### config.mk
export PLATFORM = sky130hd
export DESIGN_NAME = instruction_fetch_queue_flat
export DESIGN_NICKNAME = d
export VERILOG_FILES = /design/src/rtl/instruction_fetch_queue_if.sv /design/src/rtl/instruction_fetch_queue.sv /design/src/flat_wrapper.sv
export SDC_FILE = /design/constraint.sdc
export NUM_CORES = 1
export LEC_CHECK = 0
export CORE_ASPECT_RATIO = 1.25
export CORE_MARGIN = 5
export CORE_UTILIZATION = 44
export CTS_CLUSTER_SIZE = 20
export DETAILED_ROUTE_END_ITERATION = 7
export PLACE_DENSITY_LB_ADDON = 0.05
export REMOVE_ABC_BUFFERS = 1
export SLEW_MARGIN = 20
export SYNTH_ARGS = -nofsm -noshare
export SYNTH_HDL_FRONTEND = slang
export SYNTH_SLANG_ARGS = --single-unit
### constraint.sdc
create_clock -name clk -period 2.9 [get_ports clk]
set_input_delay 0.58 -clock clk [delete_from_list [all_inputs] [get_ports clk]]
set_output_delay 0.58 -clock clk [all_outputs]
set_load 0.05 [all_outputs]
### src/rtl/instruction_fetch_queue_if.sv
// Fetch-stage bus bundle: redirect control, instruction-memory request and
// response channels, and the active-low decoder handshake.
//   master : the fetch queue (drives imem_req/addr and the decoder outputs)
//   slave  : the environment (memory, redirect source and decoder)
interface instruction_fetch_queue_if;
  logic        redirect;
  logic [31:0] redirect_pc;
  logic        imem_req;
  logic [31:0] imem_addr;
  logic        imem_gnt;
  logic        imem_rvalid;
  logic [31:0] imem_rdata;
  logic        imem_err;
  logic [31:0] instruction;
  logic [31:0] inst_pc;
  logic        fetch_fault;
  logic        n_irdy;
  logic        n_stall;

  modport master (
    input  redirect, redirect_pc, imem_gnt, imem_rvalid, imem_rdata, imem_err, n_stall,
    output imem_req, imem_addr, instruction, inst_pc, fetch_fault, n_irdy
  );

  modport slave (
    output redirect, redirect_pc, imem_gnt, imem_rvalid, imem_rdata, imem_err, n_stall,
    input  imem_req, imem_addr, instruction, inst_pc, fetch_fault, n_irdy
  );
endinterface

### src/rtl/instruction_fetch_queue.sv
// Instruction fetch queue: issues sequential word fetches to instruction
// memory, buffers in-order responses in a small FIFO and hands them to the
// decoder through an active-low ready/stall handshake. A redirect flushes
// the FIFO and discards responses still in flight.
// Ports:
//   clk  - clock, all state changes on the rising edge
//   rst  - synchronous active-high reset
//   bus  - instruction_fetch_queue_if.master (redirect, imem_*, decoder side)
module instruction_fetch_queue #(
  parameter int          DEPTH           = 4,
  parameter int          MAX_OUTSTANDING = 2,
  parameter logic [31:0] RESET_PC        = 32'h0000_0000
) (
  input  logic                        clk,
  input  logic                        rst,
  instruction_fetch_queue_if.master   bus
);

  localparam int CW = $clog2(DEPTH) + 1;
  localparam int OW = $clog2(MAX_OUTSTANDING) + 1;
  localparam int PW = $clog2(DEPTH);

  logic [CW-1:0] count_reg;
  logic [OW-1:0] inflight_reg;
  logic [OW-1:0] discard_reg;
  logic [31:0]   fetch_pc_reg;
  logic [31:0]   resp_pc_reg;
  logic [PW-1:0] wr_ptr_reg;
  logic [PW-1:0] rd_ptr_reg;
  logic [31:0]   shown_instr_reg;
  logic [31:0]   shown_pc_reg;

  logic [31:0] mem_data [DEPTH];
  logic [31:0] mem_pc   [DEPTH];
  logic        mem_err  [DEPTH];

  logic [31:0] slots_used;
  logic        req;
  logic        grant;
  logic        push;
  logic        pop;
  logic        not_empty;
  logic [31:0] redirect_target;

  assign not_empty       = (count_reg != '0);
  assign redirect_target = bus.redirect_pc & 32'hFFFF_FFFC;

  // Queued entries plus in-flight requests reserve FIFO slots, so a granted
  // request always has room for its response.
  assign slots_used = 32'(count_reg) + 32'(inflight_reg);
  assign req   = !rst && !bus.redirect && (slots_used < DEPTH)
                 && (32'(inflight_reg) < MAX_OUTSTANDING);
  assign grant = req && bus.imem_gnt;
  // Responses arriving in a redirect cycle are stale by definition.
  assign push  = !rst && !bus.redirect && bus.imem_rvalid && (discard_reg == '0);
  assign pop   = !rst && !bus.redirect && not_empty && bus.n_stall;

  assign bus.imem_req  = req;
  assign bus.imem_addr = fetch_pc_reg;

  // When empty the last shown word is repeated so the outputs stay deterministic.
  assign bus.instruction = not_empty ? mem_data[rd_ptr_reg] : shown_instr_reg;
  assign bus.inst_pc     = not_empty ? mem_pc[rd_ptr_reg]   : shown_pc_reg;
  assign bus.fetch_fault = not_empty && mem_err[rd_ptr_reg];
  assign bus.n_irdy      = !not_empty;

  always_ff @(posedge clk) begin
    if (push) begin
      mem_data[wr_ptr_reg] <= bus.imem_rdata;
      mem_pc[wr_ptr_reg]   <= resp_pc_reg;
      mem_err[wr_ptr_reg]  <= bus.imem_err;
    end
  end

  always_ff @(posedge clk) begin
    if (rst) begin
      count_reg       <= '0;
      inflight_reg    <= '0;
      discard_reg     <= '0;
      fetch_pc_reg    <= RESET_PC;
      resp_pc_reg     <= RESET_PC;
      wr_ptr_reg      <= '0;
      rd_ptr_reg      <= '0;
      shown_instr_reg <= '0;
      shown_pc_reg    <= RESET_PC;
    end else begin
      if (not_empty) begin
        shown_instr_reg <= mem_data[rd_ptr_reg];
        shown_pc_reg    <= mem_pc[rd_ptr_reg];
      end
      if (bus.redirect) begin
        count_reg    <= '0;
        wr_ptr_reg   <= '0;
        rd_ptr_reg   <= '0;
        fetch_pc_reg <= redirect_target;
        resp_pc_reg  <= redirect_target;
        // Everything still outstanding after this cycle belongs to the old stream.
        inflight_reg <= inflight_reg - OW'(bus.imem_rvalid);
        discard_reg  <= inflight_reg - OW'(bus.imem_rvalid);
      end else begin
        if (grant) begin
          fetch_pc_reg <= fetch_pc_reg + 32'd4;
        end
        inflight_reg <= inflight_reg + OW'(grant) - OW'(bus.imem_rvalid);
        if (bus.imem_rvalid && (discard_reg != '0)) begin
          discard_reg <= discard_reg - OW'(1);
        end
        if (push) begin
          wr_ptr_reg  <= wr_ptr_reg + PW'(1);
          resp_pc_reg <= resp_pc_reg + 32'd4;
        end
        if (pop) begin
          rd_ptr_reg <= rd_ptr_reg + PW'(1);
        end
        count_reg <= count_reg + CW'(push) - CW'(pop);
      end
    end
  end

  // A response with nothing outstanding is a memory-side protocol error.
  rvalid_has_inflight: assert property (@(posedge clk) disable iff (rst)
    bus.imem_rvalid |-> (inflight_reg != '0));
  count_in_range: assert property (@(posedge clk) disable iff (rst)
    32'(count_reg) <= DEPTH);
  inflight_in_range: assert property (@(posedge clk) disable iff (rst)
    32'(inflight_reg) <= MAX_OUTSTANDING);
  discard_in_range: assert property (@(posedge clk) disable iff (rst)
    discard_reg <= inflight_reg);

endmodule

### src/flat_wrapper.sv
// flat-port wrapper written by rule: the top's interface ports become plain ports
module instruction_fetch_queue_flat 
#(
  parameter int          DEPTH           = 4,
  parameter int          MAX_OUTSTANDING = 2,
  parameter logic [31:0] RESET_PC        = 32'h0000_0000
)
  (clk, rst, bus_redirect, bus_redirect_pc, bus_imem_gnt, bus_imem_rvalid, bus_imem_rdata, bus_imem_err, bus_n_stall, bus_imem_req, bus_imem_addr, bus_instruction, bus_inst_pc, bus_fetch_fault, bus_n_irdy);
  instruction_fetch_queue_if bus_i ();
  input  logic clk;
  input  logic rst;
  input wire logic [$bits(bus_i.redirect)-1:0] bus_redirect;
  input wire logic [$bits(bus_i.redirect_pc)-1:0] bus_redirect_pc;
  input wire logic [$bits(bus_i.imem_gnt)-1:0] bus_imem_gnt;
  input wire logic [$bits(bus_i.imem_rvalid)-1:0] bus_imem_rvalid;
  input wire logic [$bits(bus_i.imem_rdata)-1:0] bus_imem_rdata;
  input wire logic [$bits(bus_i.imem_err)-1:0] bus_imem_err;
  input wire logic [$bits(bus_i.n_stall)-1:0] bus_n_stall;
  output wire logic [$bits(bus_i.imem_req)-1:0] bus_imem_req;
  output wire logic [$bits(bus_i.imem_addr)-1:0] bus_imem_addr;
  output wire logic [$bits(bus_i.instruction)-1:0] bus_instruction;
  output wire logic [$bits(bus_i.inst_pc)-1:0] bus_inst_pc;
  output wire logic [$bits(bus_i.fetch_fault)-1:0] bus_fetch_fault;
  output wire logic [$bits(bus_i.n_irdy)-1:0] bus_n_irdy;
  assign bus_i.redirect = bus_redirect;
  assign bus_i.redirect_pc = bus_redirect_pc;
  assign bus_i.imem_gnt = bus_imem_gnt;
  assign bus_i.imem_rvalid = bus_imem_rvalid;
  assign bus_i.imem_rdata = bus_imem_rdata;
  assign bus_i.imem_err = bus_imem_err;
  assign bus_i.n_stall = bus_n_stall;
  assign bus_imem_req = bus_i.imem_req;
  assign bus_imem_addr = bus_i.imem_addr;
  assign bus_instruction = bus_i.instruction;
  assign bus_inst_pc = bus_i.inst_pc;
  assign bus_fetch_fault = bus_i.fetch_fault;
  assign bus_n_irdy = bus_i.n_irdy;
  instruction_fetch_queue #(.DEPTH(DEPTH), .MAX_OUTSTANDING(MAX_OUTSTANDING), .RESET_PC(RESET_PC)) u_core (.clk(clk), .rst(rst), .bus(bus_i));
endmodule
**Word-level counts from Yosys, hierarchy flattened**

Memories as Yosys holds them, arrays and structs flattened. A register that Yosys moved wholly into a read port is not among the register bits.
Cells that the tools add are included.
W data, S select, Z words.

- Shift operators: 0
- Div/mod/pow operators: 0
- Eq/ne operators: 0
- Bitwise gates (word level): 0
- Reduce and logical (&&, ||, !) cells: 20
- Magnitude comparators: 2
- Muxes and demuxes: 17
- Add/subtract/negate cells: 11
- Multipliers: 0

Operators with widths:

| kind | count |
|---|---|
| $mux W32 | 6 |
| $add A32 B3 Y32 const B | 2 |
| $lt A32 B3 Y1 const B | 1 |
| $mux W2 | 9 |
| $logic_and A1 B1 Y1 | 10 |
| $reduce_bool A2 Y1 | 4 |
| $add A2 B1 Y2 const B | 2 |
| $add A3 B2 Y4 | 1 |
| $sub A2 B1 Y2 | 2 |
| $add A3 B1 Y3 | 1 |
| $logic_not A1 Y1 | 3 |
| $reduce_bool A3 Y1 | 1 |
| $sub A3 B1 Y3 | 1 |
| $add A2 B1 Y2 | 1 |
| $logic_not A2 Y1 | 1 |
| $lt A2 B2 Y1 const B | 1 |
| $mux W1 | 2 |
| $reduce_or A2 Y1 | 1 |
| $sub A2 B1 Y2 const B | 1 |

- Bits in read-only memories: 0
- Output and inout port bits: 99
- Input port bits: 71
- Bits in registers: 139
- RAM bits: 260
- Memories: 3
- Bits in latches: 0

Memories:

| memory | depth | bits a word | read ports | clocked after memory_dff | wr ports | RTL line | RTL |
|---|---|---|---|---|---|---|---|
| u_core.mem_data | 4 | 32 | 1 | 1 | 1 | instruction_fetch_queue.sv:33 | `logic [31:0] mem_data [DEPTH];` |
| u_core.mem_pc | 4 | 32 | 1 | 1 | 1 | instruction_fetch_queue.sv:34 | `logic [31:0] mem_pc [DEPTH];` |
| u_core.mem_err | 4 | 1 | 1 | 1 | 1 | instruction_fetch_queue.sv:35 | `logic mem_err [DEPTH];` |

**Depth between registers and ports, before layout**

- Depth in word-level cells: 8
- Mapped depth: 11

**Least setup slack after synthesis**

Ideal clock, no wire load.

- Path kind: input-to-output
- Start point: in rst
- End point: out bus_imem_req
- Data arrival time: 2.504 ns
- Stages: 3
- Setup slack: -0.184 ns
- Cells stage by stage: clkbuf_1 -> a311o_1 -> nor4_1

- Cells in the longest elaborated chain, start to end: 4

Ends and longest elaborated chain:

| element | RTL line | RTL |
|---|---|---|
| from (decl) | flat_wrapper.sv:11 | `input logic rst;` |
| $logic_not A1 Y1 | instruction_fetch_queue.sv:51 | `assign req = !rst && !bus.redirect && (slots_used < DEPTH)` |
| $logic_and A1 B1 Y1 (2 in a row) | instruction_fetch_queue.sv:51 |  |
| $logic_and A1 B1 Y1 | instruction_fetch_queue.sv:52 | `&& (32'(inflight_reg) < MAX_OUTSTANDING);` |
| to (decl) | flat_wrapper.sv:19 | `output wire logic [$bits(bus_i.imem_req)-1:0] bus_imem_req;` |

No other way between the ends.

**Worst setup path after layout**

- Start point: reg u_core.count_reg[2]
- End point: out bus_inst_pc[22]

- Cells in the longest elaborated chain, start to end: 2

Ends and longest elaborated chain:

| element | RTL line | RTL |
|---|---|---|
| from (decl) | instruction_fetch_queue.sv:23 | `logic [CW-1:0] count_reg;` |
| from (signal assigned) | instruction_fetch_queue.sv:115 | `count_reg <= count_reg + CW'(push) - CW'(pop);` |
| $reduce_bool A3 Y1 | instruction_fetch_queue.sv:45 | `assign not_empty = (count_reg != '0);` |
| $mux W32 | instruction_fetch_queue.sv:63 | `assign bus.inst_pc = not_empty ? mem_pc[rd_ptr_reg] : shown_pc_reg;` |
| to (decl) | flat_wrapper.sv:22 | `output wire logic [$bits(bus_i.inst_pc)-1:0] bus_inst_pc;` |

No other way between the ends.

==> flow_metrics.py <==
metrics = {
    "grt": {
        "antenna_found_initial": 0,
        "grt_max_degree": 66,
        "grt.overflow.total": 0,
        "grt_pass1_vias": 9859,
        "grt_pass1_wl_um": 55300,
        "grt_use_total_pct": 18.06,
    },
    "setup_path": {
        "cp.depth": 5,
        "r2r_cells": 10,
        "crit_top_cell": "nand2_1",
        "cp_top_family": "simple AND/OR/NAND/NOR gates",
        "slowest_stage": "or3_2",
        "path_class": "flip-flop to output pin",
        "startpoint_type": "flip-flop",
        "slowest_delay_ns": 0.57,
        "cp_max_fo": 63,
        "cp.arrival_ns": 2.21,
        "required_ns": 2.32,
        "worstSetupEndpointType": "output pin",
        "worst-path-buf-inv": 2,
        "crit_chain": "or3_2 > buf_8 > nand2_1 > nand2_1 > buf_12",
    },
    "layout": {
        "final_common_cell": "edfxtp_1",
        "final_cell_mix": "252 x edfxtp_1, 234 x nand2_1, 135 x dfxtp_1, 97 x clkdlybuf4s50_1, 83 x buf_12",
        "top_register": "u_core.mem_data",
        "syn2layout_area_growth_pct": 28.55,
        "largest_register_ffs": 128,
        "drive_above_1_share_pct": 18.23,
        "nNetsFinal": 1431,
        "finalNonFillerCells": 1851,
        "top_regs": "u_core.mem_data: 128 flops, u_core.mem_pc: 120 flops",
        "num_antenna_cells": 0,
    },
    "min_path": {
        "hold_depth": 2,
        "hp-class": "input port to flip-flop",
    },
    "clock_tree": {
        "tritoncts": "yes",
        "clkSlewWorstSetupHoldPaths_ns": 0.06,
        "cts_sinks": 389,
        "htreeDepth": 2,
        "clock_latency_ns": 0.53,
        "numCtsBuffers": 39,
        "ctsLongestPathBuffers": 3,
        "root_buffer": "clkbuf_16",
    },
    "power": {
        "power_mw": 11.76,
        "powerDensity_nw_per_um2": 588.0,
        "vdd_drop_max_v": 0.0003803,
        "leakage_nw": 6.995,
    },
    "synthesis": {
        "synthTopCellsByArea": "edfxtp_1 49%, dfxtp_1 18%, mux4_2 9.1%, nand2_1 5.7%, nor2b_1 2.6%",
        "async_flop_share_pct": 0,
        "syn_inst": 1159,
        "ys_seq_elements": 389,
        "yosys.area.top_type": "edfxtp_1",
        "synth_top_area_share_pct": 48.64,
        "synth_flop_cell": "edfxtp_1",
        "synth-edff-count": 252,
        "synth_area_per_cell_um2": 13.42,
        "ys_seq_area_share_pct": 66.27,
        "synthDistinctLibCells": 60,
        "synthesis.area_um2": 15560,
        "yosys_warnings": 0,
    },
    "placed_design": {
        "port_buffers": 165,
        "place.gp.congestion": 0.8027,
        "dp_hpwl_um": 22660,
        "place_ws_ns": 0.1069,
        "dp_cells": 1776,
    },
    "timing": {
        "min_period_ns": 2.790,
        "final-hold-violation-count": 0,
        "setup_viol": 0,
        "rsz0062_at_grt": "false",
        "fmaxAchievable_ghz": 0.3584,
        "finalMaxSlewViolations": 0,
        "worst_slew_pin_slew_ns": 0.8475,
        "setup_slack_ns": 0.1100,
        "relSlewSlack_pct": 43.50,
        "fin_worst_skew_ns": 0.01643,
        "fin_crit_sh_pct": 96.21,
    },
    "die": {
        "initial_core_util_pct": 44.24,
        "die_area_um2": 39240,
        "coreArea_um2": 35170,
        "die_x_um": 178.2,
        "rows": 77,
        "ios": 170,
        "die_y_um": 220.2,
    },
    "outcome": {
        "outcome": "finished clean",
    },
    "drt": {
        "drtIter0Drc": 616,
        "ant_nets": 0,
        "vias_per_cell": 5.238,
        "dr.pass1.iters": 4,
        "route.vias.total": 9696,
        "post_drt_wl_per_cell_um": 19.73,
        "routed_wl_um": 36530,
        "drc": 0,
    },
    "run": {
        "drv_cap": 0,
    },
}
==> power breakdown <==
group | total (mW) | internal (mW) | switching, mW | leakage [nW]
Sequential | 6.13 | 6.01 | 0.115 | 3.41
Combinational | 0.971 | 0.421 | 0.549 | 3.01
Clock | 4.66 | 2.60 | 2.06 | 0.574
==> final timing paths <==
| check | end | startpoint | slack (ns) |
|---|---|---|---|
| setup / recovery | bus_inst_pc[22] | u_core.count_reg[2]$_SDFF_PP0_ | 0.11 |
| hold / removal | u_core.resp_pc_reg[13]$_SDFFE_PP0P_ | rst | 0.28 |
| setup reg to reg | u_core.count_reg[2]$_SDFF_PP0_ | u_core.count_reg[2]$_SDFF_PP0_ | 0.38 |
| hold reg to reg | u_core.wr_ptr_reg[1]$_SDFFE_PP0N_ | u_core.wr_ptr_reg[1]$_SDFFE_PP0N_ | 0.51 |
==> synth_stat cells, types with 10 or more instances <==
library cell	n
buf_1	13
a31oi_1	13
xnor2_1	27
mux4_2	63
nor2b_1	65
and2_1	11
inv_1	25
or3_1	11
and4_1	11
ha_1	12
nand3_1	25
nor3_1	11
nor2_1	32
dfxtp_1	137
nand4_1	17
a21oi_1	28
o21ai_0	20
edfxtp_1	252
clkbuf_1	37
nand2_1	236
nor4_1	10
==> area by class of cell <==
class / instances / area (um2)
clock buffer: 53 / 1070
clock inverter: 18 / 102.6
fill: 2878 / 15170
inverter: 26 / 102.6
multi-input combinational: 682 / 4893
sequential: 389 / 10320
tap: 474 / 593.1
timing repair buffer: 209 / 2920
==> metal layers <==
metal / part of all wire [%] / GRT usage (%) / routed length, um / vias to the layer above
met5: 0 / 0 / 0 / -
met3: 4.3 / 3.042 / 1560 / 47
met4: 1.9 / 4.556 / 707 / 0
met2: 51 / 32.13 / 18760 / 210
met1: 42 / 23.10 / 15500 / 4827
li1: - / - / - / 4612
==> through the flow <==
| stage | cell area (um2) | hold WS, ns | TNS [ns] | util, % |
|---|---|---|---|---|
| 6_report | 20000 | 0.2812 | 0 | 56.87 |
| 5_1_grt | 20000 | 0.2635 | 0 | 56.87 |
| 4_1_cts | 19930 | 0.2570 | 0 | 56.66 |
| 3_5_place_dp | 18730 | 0.4994 | 0 | 53.26 |
| 3_3_place_gp | 18730 | 0.4847 | 0 | 53.26 |
| 2_1_floorplan | 15280 | 0.4692 | -166.79 | - |
==> cells by family (layout without fill, tap and decap cells) <==
group | Yosys count | in the layout | share of synthesized area (%)
compound gates | 106 | 106 | 4.327
xor+xnor | 36 | 36 | 2.027
fa+ha+maj | 13 | 13 | 1.094
buf+inv | 89 | 306 | 2.405
flops | 389 | 389 | 66.27
mux | 68 | 68 | 9.450
other cells | 1 | 2 | 0.02410
simple gates | 457 | 457 | 14.40
==> what timing repair did <==
| action | 4_1_cts | 5_1_grt |
|---|---|---|
| gates resized for setup | 4 | 6 |
| cloned | 0 | 3 |
| pin swaps | 0 | 0 |
| hold buffers | 0 | 0 |
| setup buffers | 1 | 0 |
| endpoints found under the setup margin | 49 | 49 |
==> worst register-to-register path: stages, from the launching register on <==
cell,delay (ns)
dfxtp_1,0.35
or3_2,0.57
and3_1,0.26
ha_1,0.30
inv_1,0.05
ha_1,0.12
inv_1,0.04
fa_1,0.37
xor2_1,0.18
xnor2_1,0.13
nor2_1,0.05
(Power assumes the default switching activity.)
